[config.mk]
export PLATFORM = sky130hd
export DESIGN_NAME = rr_arbiter4_flat
export DESIGN_NICKNAME = d
export VERILOG_FILES = /design/src/rtl/arb_pkg.sv /design/src/rtl/rr_arbiter4_if.sv /design/src/rtl/rr_pick4.sv /design/src/rtl/rr_arbiter4.sv /design/src/flat_wrapper.sv
export SDC_FILE = /design/constraint.sdc
export NUM_CORES = 1
export LEC_CHECK = 0
export ABC_AREA = 1
export CORE_MARGIN = 4
export CORE_UTILIZATION = 40
export CTS_CLUSTER_SIZE = 30
export DETAILED_ROUTE_END_ITERATION = 10
export PLACE_DENSITY = 0.65
export REMOVE_ABC_BUFFERS = 1
export SLEW_MARGIN = 20
export SYNTH_ARGS = -nofsm -noshare
export SYNTH_HDL_FRONTEND = slang
export SYNTH_HIERARCHICAL = 1
export SYNTH_SLANG_ARGS = --single-unit
[constraint.sdc]
create_clock -name clk -period 5.49 [get_ports clk]
set_clock_uncertainty 0.1 [all_clocks]
set_input_delay 1.098 -clock clk [delete_from_list [all_inputs] [get_ports clk]]
set_output_delay 1.098 -clock clk [all_outputs]
set_load 0.005 [all_outputs]
[src/rtl/arb_pkg.sv]
// Shared definitions for the four-requester round-robin arbiter.
//   state_t  : arbiter FSM states (IDLE, GRANT, GAP)
//   NUM_REQ  : number of requesters
//   IDX_W    : width of a requester index
//   onehot() : enabled 2-to-4 decode of a requester index
package arb_pkg;

  localparam int NUM_REQ = 4;
  localparam int IDX_W   = 2;

  typedef enum logic [1:0] {
    IDLE  = 2'd0,
    GRANT = 2'd1,
    GAP   = 2'd2
  } state_t;

  function automatic logic [NUM_REQ-1:0] onehot(input logic [IDX_W-1:0] idx);
    logic [NUM_REQ-1:0] v;
    v = '0;
    v[idx] = 1'b1;
    return v;
  endfunction

endpackage

[src/rtl/rr_arbiter4_if.sv]
// Request/grant bundle between up to four masters and the arbiter.
//   en        : global arbiter enable (masters side drives)
//   req[3:0]  : per-master request, held high for the whole transaction
//   gnt[3:0]  : registered one-hot grant
//   gnt_idx   : index of current or last winner
//   gnt_valid : OR of gnt
//   timeout   : one-cycle pulse on the final cycle of a force-released grant
//
// Handshake: a master raises req[i] and keeps it high; it owns the resource
// for every cycle gnt[i] is high and releases it by dropping req[i]. The
// arbiter never grants two masters at once and always inserts one idle
// cycle (gnt = 0000) between consecutive grants.
interface rr_arbiter4_if;
  import arb_pkg::*;

  logic               en;
  logic [NUM_REQ-1:0] req;
  logic [NUM_REQ-1:0] gnt;
  logic [IDX_W-1:0]   gnt_idx;
  logic               gnt_valid;
  logic               timeout;

  modport master (
    output en, req,
    input  gnt, gnt_idx, gnt_valid, timeout
  );

  modport slave (
    input  en, req,
    output gnt, gnt_idx, gnt_valid, timeout
  );

endinterface

[src/rtl/rr_pick4.sv]
// Combinational round-robin pick over four eligible requesters.
//   eligible[3:0] : candidates this cycle
//   ptr[1:0]      : highest-priority index
//   any           : at least one candidate
//   win_idx[1:0]  : first set bit scanning ptr, ptr+1, ptr+2, ptr+3 (mod 4)
// Rotate so ptr lands at bit 0, take the lowest set bit, then add ptr back.
module rr_pick4
  import arb_pkg::*;
(
  input  logic [NUM_REQ-1:0] eligible,
  input  logic [IDX_W-1:0]   ptr,
  output logic               any,
  output logic [IDX_W-1:0]   win_idx
);

  logic [2*NUM_REQ-1:0] doubled;
  logic [NUM_REQ-1:0]   rot;
  logic [IDX_W-1:0]     off;

  assign doubled = {eligible, eligible};
  assign rot     = doubled[ptr +: NUM_REQ];

  always_comb begin
    off = '0;
    if (rot[0])      off = 2'd0;
    else if (rot[1]) off = 2'd1;
    else if (rot[2]) off = 2'd2;
    else if (rot[3]) off = 2'd3;
  end

  assign any     = |eligible;
  assign win_idx = ptr + off;

endmodule

[src/rtl/rr_arbiter4.sv]
// Four-requester round-robin arbiter with hold timeout and global enable.
//   clk       : rising-edge clock
//   rst_n     : asynchronous active-low reset
//   bus       : request/grant bundle (slave side)
//   dbg_state : current FSM state, for observation only
// Parameters:
//   HOLD_MAX  : max cycles a grant may be held (0 disables the timeout)
//   CNT_W     : hold-counter width, HOLD_MAX <= 2**CNT_W - 1
module rr_arbiter4
  import arb_pkg::*;
#(
  parameter int HOLD_MAX = 15,
  parameter int CNT_W    = 4
) (
  input  logic                 clk,
  input  logic                 rst_n,
  rr_arbiter4_if.slave         bus,
  output state_t               dbg_state
);

  localparam bit               HOLD_EN   = (HOLD_MAX != 0);
  localparam logic [CNT_W-1:0] HOLD_LAST = CNT_W'(HOLD_MAX - 1);
  localparam logic [CNT_W-1:0] CNT_SAT   = '1;

  state_t             state_q, state_d;
  logic [IDX_W-1:0]   ptr_q, ptr_d;
  logic [NUM_REQ-1:0] mask_q, mask_d, mask_set;
  logic [CNT_W-1:0]   cnt_q, cnt_d;
  logic [IDX_W-1:0]   idx_q, idx_d;
  logic               valid_q, valid_d;
  logic [NUM_REQ-1:0] gnt_q;

  logic [NUM_REQ-1:0] eligible;
  logic               any;
  logic [IDX_W-1:0]   win_idx;
  logic               hold_expire;

  assign eligible = bus.req & ~mask_q & {NUM_REQ{bus.en}};

  rr_pick4 u_pick (
    .eligible (eligible),
    .ptr      (ptr_q),
    .any      (any),
    .win_idx  (win_idx)
  );

  // Forced release happens on the last cycle a grant is held; it only counts
  // when neither the enable drop nor a normal release wins that same edge.
  assign hold_expire = HOLD_EN && (state_q == GRANT) && bus.en &&
                       bus.req[idx_q] && (cnt_q == HOLD_LAST);

  always_comb begin
    state_d  = state_q;
    ptr_d    = ptr_q;
    cnt_d    = cnt_q;
    idx_d    = idx_q;
    valid_d  = 1'b0;
    mask_set = '0;
    case (state_q)
      IDLE, GAP: begin
        if (any) begin
          state_d = GRANT;
          idx_d   = win_idx;
          valid_d = 1'b1;
          cnt_d   = '0;
        end else begin
          state_d = IDLE;
        end
      end
      GRANT: begin
        cnt_d = (cnt_q == CNT_SAT) ? cnt_q : cnt_q + 1'b1;
        if (!bus.en) begin
          state_d = IDLE;
          ptr_d   = idx_q + 1'b1;
        end else if (!bus.req[idx_q]) begin
          state_d = GAP;
          ptr_d   = idx_q + 1'b1;
        end else if (hold_expire) begin
          state_d  = GAP;
          ptr_d    = idx_q + 1'b1;
          mask_set = onehot(idx_q);
        end else begin
          valid_d = 1'b1;
        end
      end
      default: state_d = IDLE;
    endcase
  end

  // A set bit always has req high, so clearing by ~req never fights the set.
  assign mask_d = (mask_q & bus.req) | mask_set;

  always_ff @(posedge clk or negedge rst_n) begin
    if (!rst_n) begin
      state_q <= IDLE;
      ptr_q   <= '0;
      mask_q  <= '0;
      cnt_q   <= '0;
      idx_q   <= '0;
      valid_q <= 1'b0;
      gnt_q   <= '0;
    end else begin
      state_q <= state_d;
      ptr_q   <= ptr_d;
      mask_q  <= mask_d;
      cnt_q   <= cnt_d;
      idx_q   <= idx_d;
      valid_q <= valid_d;
      gnt_q   <= valid_d ? onehot(idx_d) : '0;
    end
  end

  assign bus.gnt       = gnt_q;
  assign bus.gnt_idx   = idx_q;
  assign bus.gnt_valid = valid_q;
  assign bus.timeout   = hold_expire;
  assign dbg_state     = state_q;

endmodule

[src/flat_wrapper.sv]
// flat-port wrapper written by rule: the top's interface ports become plain ports
module rr_arbiter4_flat import arb_pkg::*;
#(
  parameter int HOLD_MAX = 15,
  parameter int CNT_W    = 4
)
  (clk, rst_n, dbg_state, bus_en, bus_req, bus_gnt, bus_gnt_idx, bus_gnt_valid, bus_timeout);
  rr_arbiter4_if bus_i ();
  input  logic clk;
  input  logic rst_n;
  output state_t dbg_state;
  input wire logic [$bits(bus_i.en)-1:0] bus_en;
  input wire logic [$bits(bus_i.req)-1:0] bus_req;
  output wire logic [$bits(bus_i.gnt)-1:0] bus_gnt;
  output wire logic [$bits(bus_i.gnt_idx)-1:0] bus_gnt_idx;
  output wire logic [$bits(bus_i.gnt_valid)-1:0] bus_gnt_valid;
  output wire logic [$bits(bus_i.timeout)-1:0] bus_timeout;
  assign bus_i.en = bus_en;
  assign bus_i.req = bus_req;
  assign bus_gnt = bus_i.gnt;
  assign bus_gnt_idx = bus_i.gnt_idx;
  assign bus_gnt_valid = bus_i.gnt_valid;
  assign bus_timeout = bus_i.timeout;
  rr_arbiter4 #(.HOLD_MAX(HOLD_MAX), .CNT_W(CNT_W)) u_core (.clk(clk), .rst_n(rst_n), .bus(bus_i), .dbg_state(dbg_state));
endmodule
==> results of run 1 <==
[power by group through the flow]
stage               clock (mW)  sequential, mW  combinational (mW)
floorplan                    0           0.231               0.236
global placement             0           0.237               0.345
detailed placement           0           0.238               0.352
CTS                     0.0744           0.235               0.355
global route            0.0814           0.243               0.413
finish                  0.0725           0.234               0.351
[layer usage]
metal  track usage (%)  wire (um)  vias to the layer above
li1                  -          -                      510
met1              19.5       1090                      444
met2              25.3       1170                       25
met3              3.56         89                        6
met4              4.55         34                        0
met5                 0          0                        -
[through the flow]
stage          hold slack [ns]  power, mW  std cells
2_1_floorplan            0.406      0.467        148
3_3_place_gp             0.441      0.582        195
3_5_place_dp             0.434      0.590        195
4_1_cts                  0.455      0.665        199
5_1_grt                  0.501      0.738        199
6_report                 0.450      0.657        199
[layout make-up]
class,count,area (sq um),share of cell area [%]
timing repair buffer,16,160,11.7
inverter,22,82.6,6.04
clock buffer,3,22.5,1.65
tap,31,38.8,2.84
multi-input combinational,107,583,42.6
clock inverter,1,5.00,0.366
sequential,19,475,34.8
[state kept, by name (all words and copies together), names as in the netlist]
name and count:
u_core/bus.gnt_idx 2, u_core/cnt_q 4, u_core/mask_q 4, u_core/bus.gnt 4, u_core/bus.gnt_valid 1, u_core/dbg_state 2, u_core/ptr_q 2
[logic make-up after synthesis]
kind of cell | Yosys count
flops | 19
compound gates | 14
fa+ha+maj | 7
buf+inv | 23
xor+xnor | 2
simple gates | 84
[worst paths after layout]
| path | end | slack, ns | start | cells past startpoint |
|---|---|---|---|---|
| max | bus_timeout | 1.62 | bus_en | 6 |
| min | u_core/cnt_q[0]$_DFFE_PN0P_ | 0.45 | u_core/cnt_q[0]$_DFFE_PN0P_ | 1 |
| max reg2reg | u_core/bus.gnt[2]$_DFF_PN0_ | 3.17 | u_core/mask_q[2]$_DFF_PN0_ | 14 |
| min reg2reg | u_core/cnt_q[0]$_DFFE_PN0P_ | 0.45 | u_core/cnt_q[0]$_DFFE_PN0P_ | 1 |
| max in group asynchronous | u_core/cnt_q[1]$_DFFE_PN0P_ | 3.61 | rst_n | 1 |
| min in group asynchronous | u_core/bus.gnt[3]$_DFF_PN0_ | 1.16 | rst_n | 1 |
[cell usage after synthesis, drive strengths merged]
cell,n,area (sq um)
a21boi,1,7.51
a21oi,4,20.0
and2,1,6.26
buf,1,5.00
dfrtp,19,475
ha,7,87.6
inv,22,82.6
nand2,49,191
nand3,21,125
nand4,1,12.5
nor2,10,42.5
nor3,1,10.0
o21ai,5,25.0
o21bai,4,30.0
or4,1,7.51
xnor2,1,8.76
xor2,1,8.76
[critical path, stage by stage]
cell and delay (ns):
clkdlybuf4s50_1 0.60, inv_2 0.09, nor3_2 0.21, nand2_2 0.12, inv_1 0.06, clkdlybuf4s50_1 0.49
==> impl_metrics.json, run 1 <==
{
  "synth-adder-area-share_pct": 7.64,
  "fp.dieW_um": 61.5,
  "clk_pin_slew_ns": 0.12,
  "ir_drop_v": 0.000319,
  "synth_seq_cells": 19,
  "drive_gt1_share_pct": 12.5,
  "tritoncts": "done",
  "tightest_slew_ns": 0.836,
  "io_buffers": 16,
  "p_clk_share_pct": 11.0,
  "wl_per_cell_um": 12.0,
  "diodes": 0,
  "outcome": "finished, final reports clean",
  "maxCapViolations": 0,
  "rsz0062_at_grt": "false",
  "final_max_slew_viol_count": 0,
  "final_area_sq_mm": 0.00137,
  "place_ws_ns": 1.64,
  "grt_max_degree": 20,
  "drc": 0,
  "grt_pass1_wl_um": 4250,
  "ant_nets": 0,
  "vias_per_cell": 4.95,
  "syn_inst": 149,
  "ys_seq_area_share_pct": 41.5,
  "fillerInstances": 254,
  "crit_fanout": 6,
  "clkLatencyLatePin_ns": 0.30,
  "place_hpwl_um": 1860,
  "hp-class": "reg -> reg",
  "critPathRequiredTime_ns": 4.29,
  "layout_worst_path_cycle_share_pct": 70.5,
  "critPathKind": "in -> out",
  "pwr-share-seq_pct": 35.6,
  "dr.pass1.iters": 4,
  "num_rows": 19,
  "yosysUniqueCellTypes": 22,
  "p_sw_share_pct": 44.8,
  "synthSimpleGateAreaFrac_pct": 34.5,
  "holdBufCountCts": 0,
  "power_frac_comb_pct": 53.4,
  "grt_pass1_vias": 966,
  "core_area_sq_mm": 0.00276,
  "setup_ws_ns": 1.62,
  "antenna_found_initial": 0,
  "cp-start-kind": "primary input",
  "synth_area_per_cell_sq_um": 7.69,
  "synth_compound_area_share_pct": 7.21,
  "cts_sinks": 19,
  "synth-xor-area-share_pct": 1.53,
  "overflow": 0,
  "start_util_pct": 41.6,
  "numCtsBuffers": 3,
  "h-tree-depth": 1,
  "setup_tns_ns": 0,
  "muxShareOfSynthArea_pct": 0,
  "die_h_um": 61.5,
  "final_nets": 183,
  "finalHoldViolCount": 0,
  "min_period_ns": 3.87,
  "num_vias": 985,
  "io_pins": 17,
  "setup_viol": 0,
  "gp_congestion": 0.801,
  "post_cts_buffers": 0,
  "cp-end-kind": "primary output",
  "power_density_mw_per_mm2": 481,
  "power.internal_uw": 363,
  "mostFrequentLayoutCells": "nand2_1, dfrtp_1, nand3_1",
  "final_util_pct": 49.6,
  "dr.first_iter.drc_count": 55,
  "power.leakage_nw": 0.722,
  "final_common_cell": "nand2_1",
  "max_slew_margin_pct": 44.1,
  "dpl_cell_area_sq_mm": 0.00134,
  "yosysWarnings": 6,
  "power.switching_uw": 294,
  "clock.fmax_ghz": 0.259,
  "die_area_sq_mm": 0.00379,
  "worstPathArrival_ns": 2.67,
  "area_growth_pct": 19.3,
  "synthesis.area_sq_mm": 0.00115,
  "wl_um": 2380,
  "synth_top_family_by_area": "simple AND/OR/NAND/NOR gates",
  "cts_buffer_depth": 2,
  "cts_resized": 0,
  "grt_use_total_pct": 15.2,
  "cts_root_buf": "clkbuf_4"
}
Power figures use the tool's default switching activity.
==> inputs of run 2 (changes only) <==
==> constraint.sdc (replaced) <==
create_clock -name clk -period 3.7 [get_ports clk]
set_clock_uncertainty 0.1 [all_clocks]
set_input_delay 0.74 -clock clk [delete_from_list [all_inputs] [get_ports clk]]
set_output_delay 0.74 -clock clk [all_outputs]
set_load 0.005 [all_outputs]
==> run 2 against run 1 <==
Compared with the run above: global-route usage decreased by 0.14 points; setup slack got worse by 1.0 ns; wire length increased by 2.6%; cell area unchanged; critical path type unchanged; largest cell class unchanged.
==> impl_metrics.json, run 2 (same netlist as run 1, synthesis figures left out) <==
{
  "cp-start-kind": "primary input",
  "r2r_slack_ns": 1.46,
  "grt_use_total_pct": 15.0,
  "setup_viol": 0,
  "worstPathArrival_ns": 2.28,
  "holdBufCountCts": 0,
  "ant_nets": 0,
  "grt_max_degree": 20,
  "ir_drop_v": 0.000381,
  "power_density_mw_per_mm2": 717,
  "wl_per_cell_um": 12.3,
  "finalHoldViolCount": 0,
  "post_cts_buffers": 0,
  "cp-end-kind": "primary output",
  "whs_path_depth": 1,
  "timing.rr.start": "u_core/ptr_q[0]$_DFFE_PN0P_",
  "power.leakage_nw": 0.722,
  "mostFrequentLayoutCells": "nand2_1, dfrtp_1, nand3_1",
  "die_h_um": 61.5,
  "path_delay_family": "buffers and inverters",
  "numCtsBuffers": 3,
  "cts_resized": 0,
  "num_rows": 19,
  "maxCapViolations": 0,
  "grt_pass1_wl_um": 4170,
  "outcome": "finished, final reports clean",
  "die_area_sq_mm": 0.00379,
  "setup_ws_ns": 0.582,
  "vias_per_cell": 4.97,
  "place_hpwl_um": 1910,
  "slowest_stage": "clkdlybuf4s50_1",
  "clock.fmax_ghz": 0.321,
  "min_period_ns": 3.12,
  "antenna_found_initial": 0,
  "cpPeakStageDelay_ns": 0.58,
  "reg2regPathDepth": 15,
  "regArea_sq_um": 475,
  "final_nets": 183,
  "final_max_slew_viol_count": 0,
  "cts_buffer_depth": 2,
  "rsz0062_at_grt": "false",
  "cp_cell_sequence": "clkdlybuf4s50_1 > inv_2 > nor3_2 > nand2_2 > inv_1 > clkdlybuf4s50_1",
  "wl_um": 2440,
  "max_slew_margin_pct": 41.9,
  "clk_pin_slew_ns": 0.11,
  "crit_top_cell": "clkdlybuf4s50_1",
  "cp.buffers_inverters": 4,
  "fillerInstances": 262,
  "drive_gt1_share_pct": 12.5,
  "whs_endpoint": "u_core/cnt_q[0]$_DFFE_PN0P_",
  "clkLatencyLatePin_ns": 0.30,
  "h-tree-depth": 1,
  "cts_sinks": 19,
  "crit_fanout": 6,
  "layout_worst_path_cycle_share_pct": 84.3,
  "critPathKind": "in -> out",
  "start_util_pct": 41.6,
  "dr.pass1.iters": 4,
  "multi_input_area_sq_um": 583,
  "critPathRequiredTime_ns": 2.86,
  "io_buffers": 16,
  "tritoncts": "done",
  "dr.first_iter.drc_count": 64,
  "place_ws_ns": 0.475,
  "grt_pass1_vias": 936,
  "drc": 0,
  "tightest_slew_ns": 0.869,
  "overflow": 0,
  "hp-class": "reg -> reg",
  "final_common_cell": "nand2_1",
  "num_vias": 989,
  "core_area_sq_mm": 0.00276,
  "cts_root_buf": "clkbuf_4",
  "io_pins": 17,
  "fp.dieW_um": 61.5,
  "area_growth_pct": 19.3,
  "r2r-end": "u_core/bus.gnt[3]$_DFF_PN0_",
  "diodes": 0,
  "holdCritStartpoint": "u_core/cnt_q[0]$_DFFE_PN0P_",
  "gp_congestion": 0.849,
  "setup_tns_ns": 0
}
## run 2: cell type report
cell class | count | share of cell area, %
clock buffer | 3 | 1.65
clock inverter | 1 | 0.366
tap | 31 | 2.84
inverter | 22 | 6.04
sequential | 19 | 34.8
multi-input combinational | 107 | 42.6
timing repair buffer | 16 | 11.7
## run 2: how the worst max path moves through the flow
stage	from	end	slack, ns	cells after the start
4_1_cts	bus_en	bus_timeout	0.57	6
3_3_place_gp	bus_en	u_core/bus.gnt[3]$_DFF_PN0_	0.53	16
5_1_grt	bus_en	u_core/bus.gnt[3]$_DFF_PN0_	0.44	16
6_report	bus_en	bus_timeout	0.58	6
2_1_floorplan	bus_en	u_core/bus.gnt[3]$_DFF_PN0_	1.34	15
3_5_place_dp	bus_en	u_core/bus.gnt[3]$_DFF_PN0_	0.47	16
## run 2: metrics by stage
step                std cells  utilization [%]  hold WS (ns)  power (mW)  instance area [sq um]
finish                    199             49.6         0.464       0.981                   1370
global route              199             49.6         0.504        1.10                   1370
CTS                       199             49.6         0.464       0.993                   1370
detailed placement        195             48.6         0.446       0.880                   1340
global placement          195             48.6         0.442       0.866                   1340
floorplan                 148                -         0.344       0.693                   1140
## run 2: routing by layer
layer  vias to the layer above  wire length (um)  part of all wire, %  track usage (%)
met5                         -                 0                    0                0
met4                         0                23                 0.94             6.36
met3                         2                65                  2.7             2.52
met2                        12              1200                   49             24.7
met1                       460              1160                   47             19.5
li1                        515                 -                    -                -
## run 2: worst reg2reg max path, cell delays in order, from the launching register on
cell,delay [ns]
dfrtp_1,0.50
inv_2,0.09
nand2_1,0.09
nand3_1,0.07
nand2_1,0.12
nand3_1,0.08
a21boi_1,0.13
ha_1,0.17
xor2_1,0.18
inv_1,0.05
nand3_1,0.07
nand2_1,0.05
o21ai_1,0.20
inv_1,0.10
nand2_1,0.08
a21oi_1,0.04
## run 2: power by group
part	internal, mW	switching, mW	total (mW)	leakage, nW
combinational	0.224	0.298	0.522	0.456
sequential	0.275	0.0770	0.352	0.248
clock	0.0403	0.0674	0.108	0.0177
==> inputs of run 3 (changes only) <==
==> constraint.sdc (replaced) <==
create_clock -name clk -period 3.25 [get_ports clk]
set_clock_uncertainty 0.1 [all_clocks]
set_input_delay 0.65 -clock clk [delete_from_list [all_inputs] [get_ports clk]]
set_output_delay 0.65 -clock clk [all_outputs]
set_load 0.005 [all_outputs]
==> run 3 against run 2 <==
Compared with the run above: count of clock-buffer cells in the layout unchanged; clock power up 10%; worst hold slack better by 0.012 ns; combinational power up 15%; setup slack worse by 0.26 ns; wire length down 4.8%; utilization up 0.27 points; critical endpoint unchanged.
==> impl_metrics.json, run 3 (same netlist as run 1, synthesis figures left out) <==
{
  "top_layer": "met3",
  "worstPathArrival_ns": 2.18,
  "layout_worst_path_cycle_share_pct": 90.0,
  "slowest_stage": "clkdlybuf4s50_1",
  "clk_pin_slew_ns": 0.11,
  "numCtsBuffers": 3,
  "rsz0062_at_grt": "false",
  "outcome": "finished, final reports clean",
  "tritoncts": "done",
  "vias_per_cell": 4.73,
  "core_area_sq_mm": 0.00276,
  "drive_gt1_share_pct": 13.0,
  "place_hpwl_um": 1870,
  "met1_length_um": 1110,
  "cp-end-kind": "primary output",
  "cts_sinks": 19,
  "final_cells": 200,
  "num_vias": 946,
  "ant_nets": 0,
  "hp-class": "reg -> reg",
  "overflow": 0,
  "io_buffers": 16,
  "grt_pass1_wl_um": 4130,
  "min_period_ns": 2.93,
  "ir_drop_v": 0.000498,
  "dr.first_iter.drc_count": 32,
  "final_max_slew_viol_count": 0,
  "critPathKind": "in -> out",
  "setup_viol": 0,
  "wl_met2_um": 1180,
  "power_density_mw_per_mm2": 810,
  "crit_fanout": 6,
  "cts_resized": 0,
  "clkLatencyLatePin_ns": 0.29,
  "die_h_um": 61.5,
  "wl_um": 2330,
  "critPathRequiredTime_ns": 2.50,
  "grt_max_degree": 20,
  "io_pins": 17,
  "drc": 0,
  "area_growth_pct": 20.0,
  "final_common_cell": "nand2_1",
  "start_util_pct": 41.6,
  "cts_buffer_depth": 2,
  "place_inst": 196,
  "die_area_sq_mm": 0.00379,
  "mostFrequentLayoutCells": "nand2_1, dfrtp_1, nand3_1",
  "antenna_found_initial": 0,
  "dr.pass1.iters": 4,
  "tightest_slew_ns": 0.851,
  "maxCapViolations": 0,
  "finalHoldViolCount": 0,
  "wl_per_cell_um": 11.6,
  "grt_pass1_vias": 950,
  "gp_congestion": 0.881,
  "fp.dieW_um": 61.5,
  "num_rows": 19,
  "power.leakage_nw": 0.726,
  "cpPeakStageDelay_ns": 0.58,
  "fillerInstances": 274,
  "wl_met3_um": 39,
  "cp-start-kind": "primary input",
  "cp_cell_sequence": "clkdlybuf4s50_1 > inv_2 > nor3_2 > nand2_2 > inv_1 > clkdlybuf4s50_1",
  "final_nets": 184,
  "h-tree-depth": 1,
  "cts_root_buf": "clkbuf_4",
  "grt_use_total_pct": 14.5,
  "max_slew_margin_pct": 43.1,
  "diodes": 0,
  "crit_top_cell": "clkdlybuf4s50_1",
  "post_cts_buffers": 0,
  "clock.fmax_ghz": 0.342,
  "holdBufCountCts": 0,
  "setup_tns_ns": 0
}
run 3: cell types whose count changed in the layout (fill, tap and decap cells not counted):
cell	previous run	this run
buf_4	0	1
run 3: final cells by class:
type | count | area (sq um) | share of cell area, %
clock buffers | 3 | 22.5 | 1.64
clock inverters | 1 | 5.00 | 0.364
inverters | 22 | 82.6 | 6.01
multi-input cells | 107 | 583 | 42.4
flip-flops and latches | 19 | 475 | 34.6
well taps | 31 | 38.8 | 2.82
repair buffers | 17 | 168 | 12.2
run 3: critical path: cells and delay by family:
family | cells | cell delay, ns
buf+inv | 4 | 1.21
simple gates | 2 | 0.31
run 3: metrics by stage:
step                util [%]  cell area, sq um  total power [mW]  setup slack [ns]  hold slack, ns
floorplan                  -              1140             0.789             0.983           0.254
global placement        48.9              1350             0.992             0.214           0.435
detailed placement      48.9              1350              1.01             0.136           0.446
CTS                     49.9              1380              1.13             0.291           0.479
global route            49.9              1380              1.25             0.111           0.514
finish                  49.9              1380              1.11             0.324           0.476
run 3: final timing paths:
| kind | from | endpoint | slack [ns] | cells past startpoint |
|---|---|---|---|---|
| max in group asynchronous | rst_n | u_core/ptr_q[1]$_DFFE_PN0P_ | 1.80 | 1 |
| min in group asynchronous | rst_n | u_core/bus.gnt[1]$_DFF_PN0_ | 0.73 | 1 |
| worst max-delay path | bus_en | bus_timeout | 0.32 | 6 |
| worst min-delay path | u_core/mask_q[3]$_DFF_PN0_ | u_core/mask_q[3]$_DFF_PN0_ | 0.48 | 3 |
| worst max register to register | u_core/ptr_q[0]$_DFFE_PN0P_ | u_core/bus.gnt[3]$_DFF_PN0_ | 1.04 | 15 |
| worst min register to register | u_core/mask_q[3]$_DFF_PN0_ | u_core/mask_q[3]$_DFF_PN0_ | 0.48 | 3 |
run 3: report_power, final:
group          leakage, nW  internal (mW)  switching [mW]
Clock               0.0177         0.0457          0.0728
Combinational        0.461          0.260           0.338
Sequential           0.248          0.313          0.0844
run 3: layer usage:
metal  vias to the layer above  track usage (%)
met5                         -                0
met2                         5             24.7
li1                        515                -
met4                         0             5.15
met3                         0             2.10
met1                       426             18.7
